File: config.mk
export PLATFORM = sky130hd
export DESIGN_NAME = rv_lsu
export DESIGN_NICKNAME = d
export VERILOG_FILES = /design/src/rtl/rv_lsu.sv
export SDC_FILE = /design/constraint.sdc
export NUM_CORES = 1
export LEC_CHECK = 0
export CORE_ASPECT_RATIO = 1.75
export CORE_MARGIN = 3
export CORE_UTILIZATION = 49
export DETAILED_ROUTE_END_ITERATION = 7
export GPL_TIMING_DRIVEN = 0
export PLACE_DENSITY = 0.94
export SYNTH_ARGS = -nofsm -noshare
export SYNTH_HDL_FRONTEND = slang
export SYNTH_SLANG_ARGS = --single-unit
export TNS_END_PERCENT = 20
File: constraint.sdc
create_clock -name i_clk -period 3.3 [get_ports i_clk]
set_clock_uncertainty 0.15 [all_clocks]
set_input_delay 0.825 -clock i_clk [delete_from_list [all_inputs] [get_ports i_clk]]
set_output_delay 0.825 -clock i_clk [all_outputs]
set_load 0.005 [all_outputs]
File: src/rtl/rv_lsu.sv
// Load/store stage after ALU2: registers ALU2 results, runs one data-bus transaction per load/store, aligns load data.
// Latency: non-memory ops 1 cycle; memory ops 1 cycle plus one cycle per bus wait cycle, writeback in the cycle after ack.
// Backpressure: o_stall is high for every cycle a request is outstanding; build option RV_LSU_MISALIGN_TRAP_EN traps misaligned accesses.
module rv_lsu #(
    parameter int BUS_TIMEOUT = 255
) (
    input  logic        i_clk,
    input  logic        i_reset_n,
    input  logic        i_flush,
    input  logic [31:0] i_add,
    input  logic [31:0] i_result,
    input  logic [31:0] i_wdata,
    input  logic [3:0]  i_wsel,
    input  logic        i_store,
    input  logic        i_load,
    input  logic        i_reg_write,
    input  logic [4:0]  i_rd,
    input  logic [2:0]  i_funct3,
    input  logic        i_to_trap,
    output logic        o_mem_req,
    output logic        o_mem_we,
    output logic [31:0] o_mem_addr,
    output logic [31:0] o_mem_wdata,
    output logic [3:0]  o_mem_wsel,
    input  logic        i_mem_ack,
    input  logic [31:0] i_mem_rdata,
    output logic        o_stall,
    output logic        o_reg_write,
    output logic [4:0]  o_rd,
    output logic [31:0] o_data,
    output logic        o_to_trap,
    output logic [3:0]  o_trap_cause
);

    typedef enum logic [1:0] {
        S_IDLE = 2'd0,
        S_BUS  = 2'd1,
        S_DONE = 2'd2
    } state_t;

    localparam logic [7:0] TIMEOUT = 8'(BUS_TIMEOUT);

    state_t      state_q, state_d;
    logic [31:0] add_q, result_q, wdata_q, rdata_q;
    logic [3:0]  wsel_q;
    logic        store_q, load_q, reg_write_q, to_trap_q;
    logic [4:0]  rd_q;
    logic [2:0]  funct3_q;
    logic        bus_we_q;
    logic        bus_err_q;
    logic [7:0]  wd_cnt_q;

    logic        in_bus, in_done, wd_hit;
    logic        mis_in, mis_q;
    logic        bus_trap, mis_trap;
    logic [7:0]  lane_b;
    logic [15:0] lane_h;
    logic [31:0] ext_data;

    assign in_bus  = (state_q == S_BUS);
    assign in_done = (state_q == S_DONE);
    assign o_stall = in_bus;
    assign wd_hit  = (BUS_TIMEOUT != 0) && ((wd_cnt_q + 8'd1) == TIMEOUT);

`ifdef RV_LSU_MISALIGN_TRAP_EN
    // Halfword needs addr[0]==0, word (and wider encodings) need addr[1:0]==0.
    assign mis_in = ((i_funct3[1:0] == 2'b01) && i_add[0]) ||
                    (i_funct3[1]            && (i_add[1:0] != 2'b00));
    assign mis_q  = ((funct3_q[1:0] == 2'b01) && add_q[0]) ||
                    (funct3_q[1]            && (add_q[1:0] != 2'b00));
`else
    // Misaligned accesses are issued word-aligned; lane select uses only the bits the size needs.
    assign mis_in = 1'b0;
    assign mis_q  = 1'b0;
`endif

    // Stage register: flush kills control bits only, so an outstanding bus access keeps its address/data.
    always_ff @(posedge i_clk or negedge i_reset_n) begin
        if (!i_reset_n) begin
            add_q       <= '0;
            result_q    <= '0;
            wdata_q     <= '0;
            wsel_q      <= '0;
            store_q     <= 1'b0;
            load_q      <= 1'b0;
            reg_write_q <= 1'b0;
            rd_q        <= '0;
            funct3_q    <= '0;
            to_trap_q   <= 1'b0;
            bus_we_q    <= 1'b0;
        end else if (i_flush) begin
            store_q     <= 1'b0;
            load_q      <= 1'b0;
            reg_write_q <= 1'b0;
            to_trap_q   <= 1'b0;
        end else if (!o_stall) begin
            add_q       <= i_add;
            result_q    <= i_result;
            wdata_q     <= i_wdata;
            wsel_q      <= i_wsel;
            store_q     <= i_store;
            load_q      <= i_load;
            reg_write_q <= i_reg_write;
            rd_q        <= i_rd;
            funct3_q    <= i_funct3;
            to_trap_q   <= i_to_trap;
            bus_we_q    <= i_store;
        end
    end

    // Bus-side state: read data capture, watchdog count and bus-error flag for the DONE cycle.
    always_ff @(posedge i_clk or negedge i_reset_n) begin
        if (!i_reset_n) begin
            rdata_q   <= '0;
            wd_cnt_q  <= '0;
            bus_err_q <= 1'b0;
        end else begin
            if (in_bus && i_mem_ack) begin
                rdata_q <= i_mem_rdata;
            end
            wd_cnt_q  <= in_bus ? (wd_cnt_q + 8'd1) : 8'd0;
            bus_err_q <= in_bus && !i_mem_ack && wd_hit;
        end
    end

    // FSM state register.
    always_ff @(posedge i_clk or negedge i_reset_n) begin
        if (!i_reset_n) begin
            state_q <= S_IDLE;
        end else begin
            state_q <= state_d;
        end
    end

    // FSM next state: a flush in BUS does not abort the request; ack has priority over the watchdog.
    always_comb begin
        state_d = state_q;
        case (state_q)
            S_IDLE, S_DONE: begin
                if (i_flush) begin
                    state_d = S_IDLE;
                end else if ((i_load || i_store) && !i_to_trap && !mis_in) begin
                    state_d = S_BUS;
                end else begin
                    state_d = S_IDLE;
                end
            end
            S_BUS: begin
                if (i_mem_ack || wd_hit) begin
                    state_d = S_DONE;
                end
            end
            default: state_d = S_IDLE;
        endcase
    end

    // Load alignment and sign/zero extension from the latched read word.
    always_comb begin
        lane_b   = rdata_q[7:0];
        lane_h   = add_q[1] ? rdata_q[31:16] : rdata_q[15:0];
        ext_data = rdata_q;
        case (add_q[1:0])
            2'd0:    lane_b = rdata_q[7:0];
            2'd1:    lane_b = rdata_q[15:8];
            2'd2:    lane_b = rdata_q[23:16];
            default: lane_b = rdata_q[31:24];
        endcase
        case (funct3_q)
            3'b000:  ext_data = {{24{lane_b[7]}}, lane_b};
            3'b001:  ext_data = {{16{lane_h[15]}}, lane_h};
            3'b100:  ext_data = {24'd0, lane_b};
            3'b101:  ext_data = {16'd0, lane_h};
            default: ext_data = rdata_q;
        endcase
    end

    // Trap sources: a flushed op has load/store cleared, so it cannot raise a bus-error trap.
    assign bus_trap  = in_done && bus_err_q && (load_q || store_q);
    assign mis_trap  = mis_q && (load_q || store_q);
    assign o_to_trap = to_trap_q || bus_trap || mis_trap;

    // Cause for traps raised here; a trap arriving from upstream carries its own cause, so 0 here.
    always_comb begin
        o_trap_cause = 4'd0;
        if (!to_trap_q) begin
            if (bus_trap) begin
                o_trap_cause = load_q ? 4'd5 : 4'd7;
            end else if (mis_trap) begin
                o_trap_cause = load_q ? 4'd4 : 4'd6;
            end
        end
    end

    assign o_reg_write = reg_write_q && !o_to_trap && !in_bus;
    assign o_rd        = rd_q;
    assign o_data      = load_q ? ext_data : result_q;

    assign o_mem_req   = in_bus;
    assign o_mem_we    = in_bus && bus_we_q;
    assign o_mem_addr  = in_bus ? {add_q[31:2], 2'b00} : 32'd0;
    assign o_mem_wdata = in_bus ? wdata_q : 32'd0;
    assign o_mem_wsel  = in_bus ? (bus_we_q ? wsel_q : 4'hF) : 4'h0;

endmodule
# Yosys cells after proc, flatten, opt, wreduce, memory -nomap -nowiden
# Cells that the tools add are included.
[word_totals]
reg_bits = 156
input_bits = 148
output_inout_bits = 114
[classes]
addsub = 1
n_eq_ne = 10
mux = 24
bitwise_logic = 2
reduce_logical = 22
[ops]
columns = ["operator", "count"]
rows = [
  ["$pmux 32 s4", 1],
  ["$mux 32", 3],
  ["$pmux 8 s3", 1],
  ["$mux 16", 1],
  ["$mux 1", 10],
  ["$logic_and 1x1->1", 9],
  ["$add 8x1->8 const B", 1],
  ["$eq 8x8->1 const B", 1],
  ["$mux 4", 2],
  ["$mux 8", 1],
  ["$eq 3x3->1 const B", 2],
  ["$mux 3", 2],
  ["$eq 2x1->1 const B", 2],
  ["$eq 2x2->1 const B", 2],
  ["$logic_not 1->1", 4],
  ["$logic_not 2->1", 2],
  ["$logic_or 1x1->1", 4],
  ["$mux 2", 2],
  ["$pmux 2 s2", 1],
  ["$eq 3x1->1 const B", 1],
  ["$logic_not 3->1", 1],
  ["$ne 2x1->1 const B", 1],
  ["$ne 2x2->1 const B", 1],
  ["$not 1->1", 2],
  ["2 further kinds", 2],
]

# Depth between registers and ports, before layout
[depth]
word_depth = 7
depth_mapped = 7

# Worst setup path before layout
# Ideal clock, no wire load.
[synth_path]
path_type = "reg-to-output"
startpoint = "reg add_q[1]"
endpoint = "out o_data[21]"
arrival_ps = 1572
required_time_ps = 2325
slack_ps = 753
stages_incl_launch_ff = 7
path_buffers = 2
cell_sequence = "dfrtp_1 buf_4 mux4_2 nand2b_2 a211oi_4 buf_6 a221o_1"
[synth_via]
elab_chain_len = 4
[synth_rtl]
columns = ["item", "line", "rtl"]
rows = [
  ["start, declared", "44", "logic [31:0] add_q, result_q, wdata_q, rdata_q;"],
  ["start signal, assigned", "97", "add_q <= i_add;"],
  ["$eq 2x2->1, or another cell as far along", "162", "case (add_q[1:0])"],
  ["$pmux 8 s3", "162", ""],
  ["$pmux 32 s4 (*)", "168", "case (funct3_q)"],
  ["$mux 32 (*)", "196", "assign o_data = load_q ? ext_data : result_q;"],
  ["end, declared", "30", "output logic [31:0] o_data,"],
]
# Every way passes the cells marked *; elsewhere a longest branch is shown, timed or not.

# Worst setup path after layout
[layout_path]
startpoint = "reg add_q[1]"
endpoint = "out o_data[23]"
# The elaborated chain is that of the path after synthesis.

==> run metrics <==
WP buf/inv 3; GRT Total Usage 0.274; vias in the first global route 6498; Die Wd 97.9 µm; final setup violating endpoints 0; clk_lat worst skew 0.42 ns; hold-fix buffers at CTS 0; first-pass GRT wire length 34.9 mm; largest net degree at the start of global routing 84; clock-pin slew on the worst setup and hold paths 0.06 ns; crit path DAT 2.26 ns; GPL Wtd Cong 0.878; Antenna Cells 0; cts bufs inserted 17; PortBufs 258; maxcap violations 0; post-synthesis async set-or-reset flop share 1.00; IO Count 262; fin cells 1087; root buffer cell clkbuf_16; worst reg2reg startpoint state_q[0]$_DFFE_PN0P_; Area Overhead vs Synth 49.9%; dominant synthesized flop cell dfrtp_1; Pwr Density 582 nW/µm²; fin. max-slew vios 0; synthesis-stage register bit count 156; Initial DRC Count 244; crit-path cells buf_6 -> mux4_2 -> nand2b_4 -> a211oi_4 -> buf_6 -> a221o_1 -> dlygate4sd2_1; sequential share of the synthesized area 0.539; Max H-tree Level 4; distinct cell type count after synthesis 44; Starting Density 0.502; post-detail-place hpwl 16.2 mm; Worst slew margin 0.527; most used cell, CP buf_6; RSZ-0062 raised after global routing yes; Hold Fails Final Rpt 0; Post-DRT Antenna Nets 0; deepest clock path buffer count 2; Synth area leader dfrtp_1; final worst path period need 3.24 ns; share of post-route cells with drive strength above 1 0.243; cell family with most CP delay multiplexers; Core Box Area 14400 µm²; GRT Residual Overflow 0; hold_ws 0.268 ns; initial antenna violation count 2; Synth Area per Inst 12.0 µm²; fmax 309 MHz; Peak VDD IR 0.425 mV; Via Count 6019; CTS sink count 156; Worst setup EP type output port; row cnt 58; required time worst endpoint 2.32 ns; CP max FO 10; most frequent cell after synthesis dfrtp_1; average wire per standard cell 20.8 µm; Crit. Startpoint add_q[1]$_DFFE_PN0P_; mapped cell area 7250 µm²; nature of the critical path startpoint flip-flop; Final #Nets 1045; Hold WC Path Type input port to asynchronous set/reset pin; crit path max-delay cell type mux4_2; Post-synth EDFFs 0; total routed wirelength 22.6 mm; Post-synth top cells dfrtp_1, mux2_2, and2_1; crit share post-route 0.982; status complete, no violations; cells after synthesis 606; slowest stage delay, CP 0.54 ns; dpl cells 1047; Die H 167 µm; Setup CP Type flip-flop to output port; area fraction of the dominant cell type after synthesis 0.539; actual slew at the worst max-slew pin 0.709 ns; CTS tree yes; drt first pass iters 5; DR vias/cell 5.54; die area 16300 µm²; Leak Pwr 0.00463 µW; residual DRC count 0; Yosys warnings 0; Area contributors post-synth dfrtp_1, mux2_2, and2_1
==> repair_timing <==
action,CTS,global route
setup buffers,7,3
pin swaps,2,1
setup endpoints to repair,55,37
gates resized for setup,51,20
==> sequential cells by signal, indices dropped and copies added, names as in the netlist <==
name         count
funct3_q         3
wdata_q         32
wd_cnt_q         8
to_trap_q        1
o_rd             5
bus_we_q         1
add_q           32
bus_err_q        1
state_q          2
result_q        32
wsel_q           4
load_q           1
store_q          1
reg_write_q      1
rdata_q         32
==> cell type report <==
type,instances,area [µm²]
Clock inverter,12,210
Sequential cell,156,3900
Tap cell,180,225
Fill cell,933,3580
Clock buffer,19,443
Buffer,42,224
Multi-Input combinational cell,382,3070
Inverter,27,103
Timing Repair Buffer,269,2680
==> per-stage QoR <==
| stage | power, µW | TNS (ns) | area [µm²] | setup slack, ns | util |
|---|---|---|---|---|---|
| 6_report | 6320 | 0 | 10900 | 0.0603 | 0.752 |
| 5_1_grt | 6580 | -0.130 | 10900 | -0.0366 | 0.752 |
| 4_1_cts | 6320 | -0.0638 | 10800 | -0.0638 | 0.749 |
| 3_5_place_dp | 4130 | -0.252 | 10100 | -0.0696 | 0.699 |
| 3_3_place_gp | 4060 | -795.92 | 10100 | -5.11 | 0.697 |
| 2_1_floorplan | 3270 | 0 | 7250 | 0.753 | - |
==> per-layer routing <==
metal,track usage,share of wire,wire length [µm],vias to the layer above
met5,0,0.00031,7,-
met4,0.137,0.043,975,2
met3,0.0637,0.061,1390,65
met2,0.504,0.55,12500,267
met1,0.284,0.34,7730,3003
li1,-,-,-,2682
==> report_power, final <==
group          internal, µW  switching, µW  leakage (µW)  total (µW)
clock network          1370            807      0.000320        2180
logic                   941            666       0.00245        1610
registers              2280            252       0.00186        2540
==> cell usage in the layout, fill, tap and decap left out, drive strengths merged, types with 2 or more instances in the layout <==
cell           instances
clkbuf                38
buf                   37
nand3                  4
o22ai                  9
bufinv                 5
nor2                  20
clkdlybuf4s15         11
xor2                   3
a31oi                  8
a221o                 16
conb                   3
nand4                  2
o221ai                 8
nor3                   2
a21oi                 19
ha                     2
inv                   30
dlygate4sd2           18
mux2                 136
dfrtp                156
o21ai                 22
nand2                 37
nand2b                 8
and2                  64
clkdlybuf4s50        225
clkinv                 4
xnor2                  3
nor3b                  2
==> path summary, 6_finish.rpt <==
path	endpoint	slack [ns]	cells past startpoint
min reg2reg	add_q[8]$_DFFE_PN0P_	0.35	1
max	o_data[23]	0.06	7
min	result_q[19]$_DFFE_PN0P_	0.27	1
min in group i_clk	add_q[8]$_DFFE_PN0P_	0.35	1
max in group asynchronous	wdata_q[4]$_DFFE_PN0P_	1.88	2
max reg2reg	o_rd[0]$_DFFE_PN0P_	0.94	6
==> cells by family (layout without fill, tap and decap cells) <==
family | after synthesis | count (layout) | synth area share
AOI/OAI and AO/OA | 90 | 90 | 0.0860
xor gates and xnor gates | 6 | 6 | 0.00725
adders and majority gates | 2 | 2 | 0.00345
buffers and inverters | 70 | 369 | 0.0432
DFF | 156 | 156 | 0.539
muxes | 137 | 137 | 0.214
other | 1 | 3 | 0.000517
and+or+nand+nor | 144 | 144 | 0.107
No activity file was read; power rests on OpenSTA's default activity.
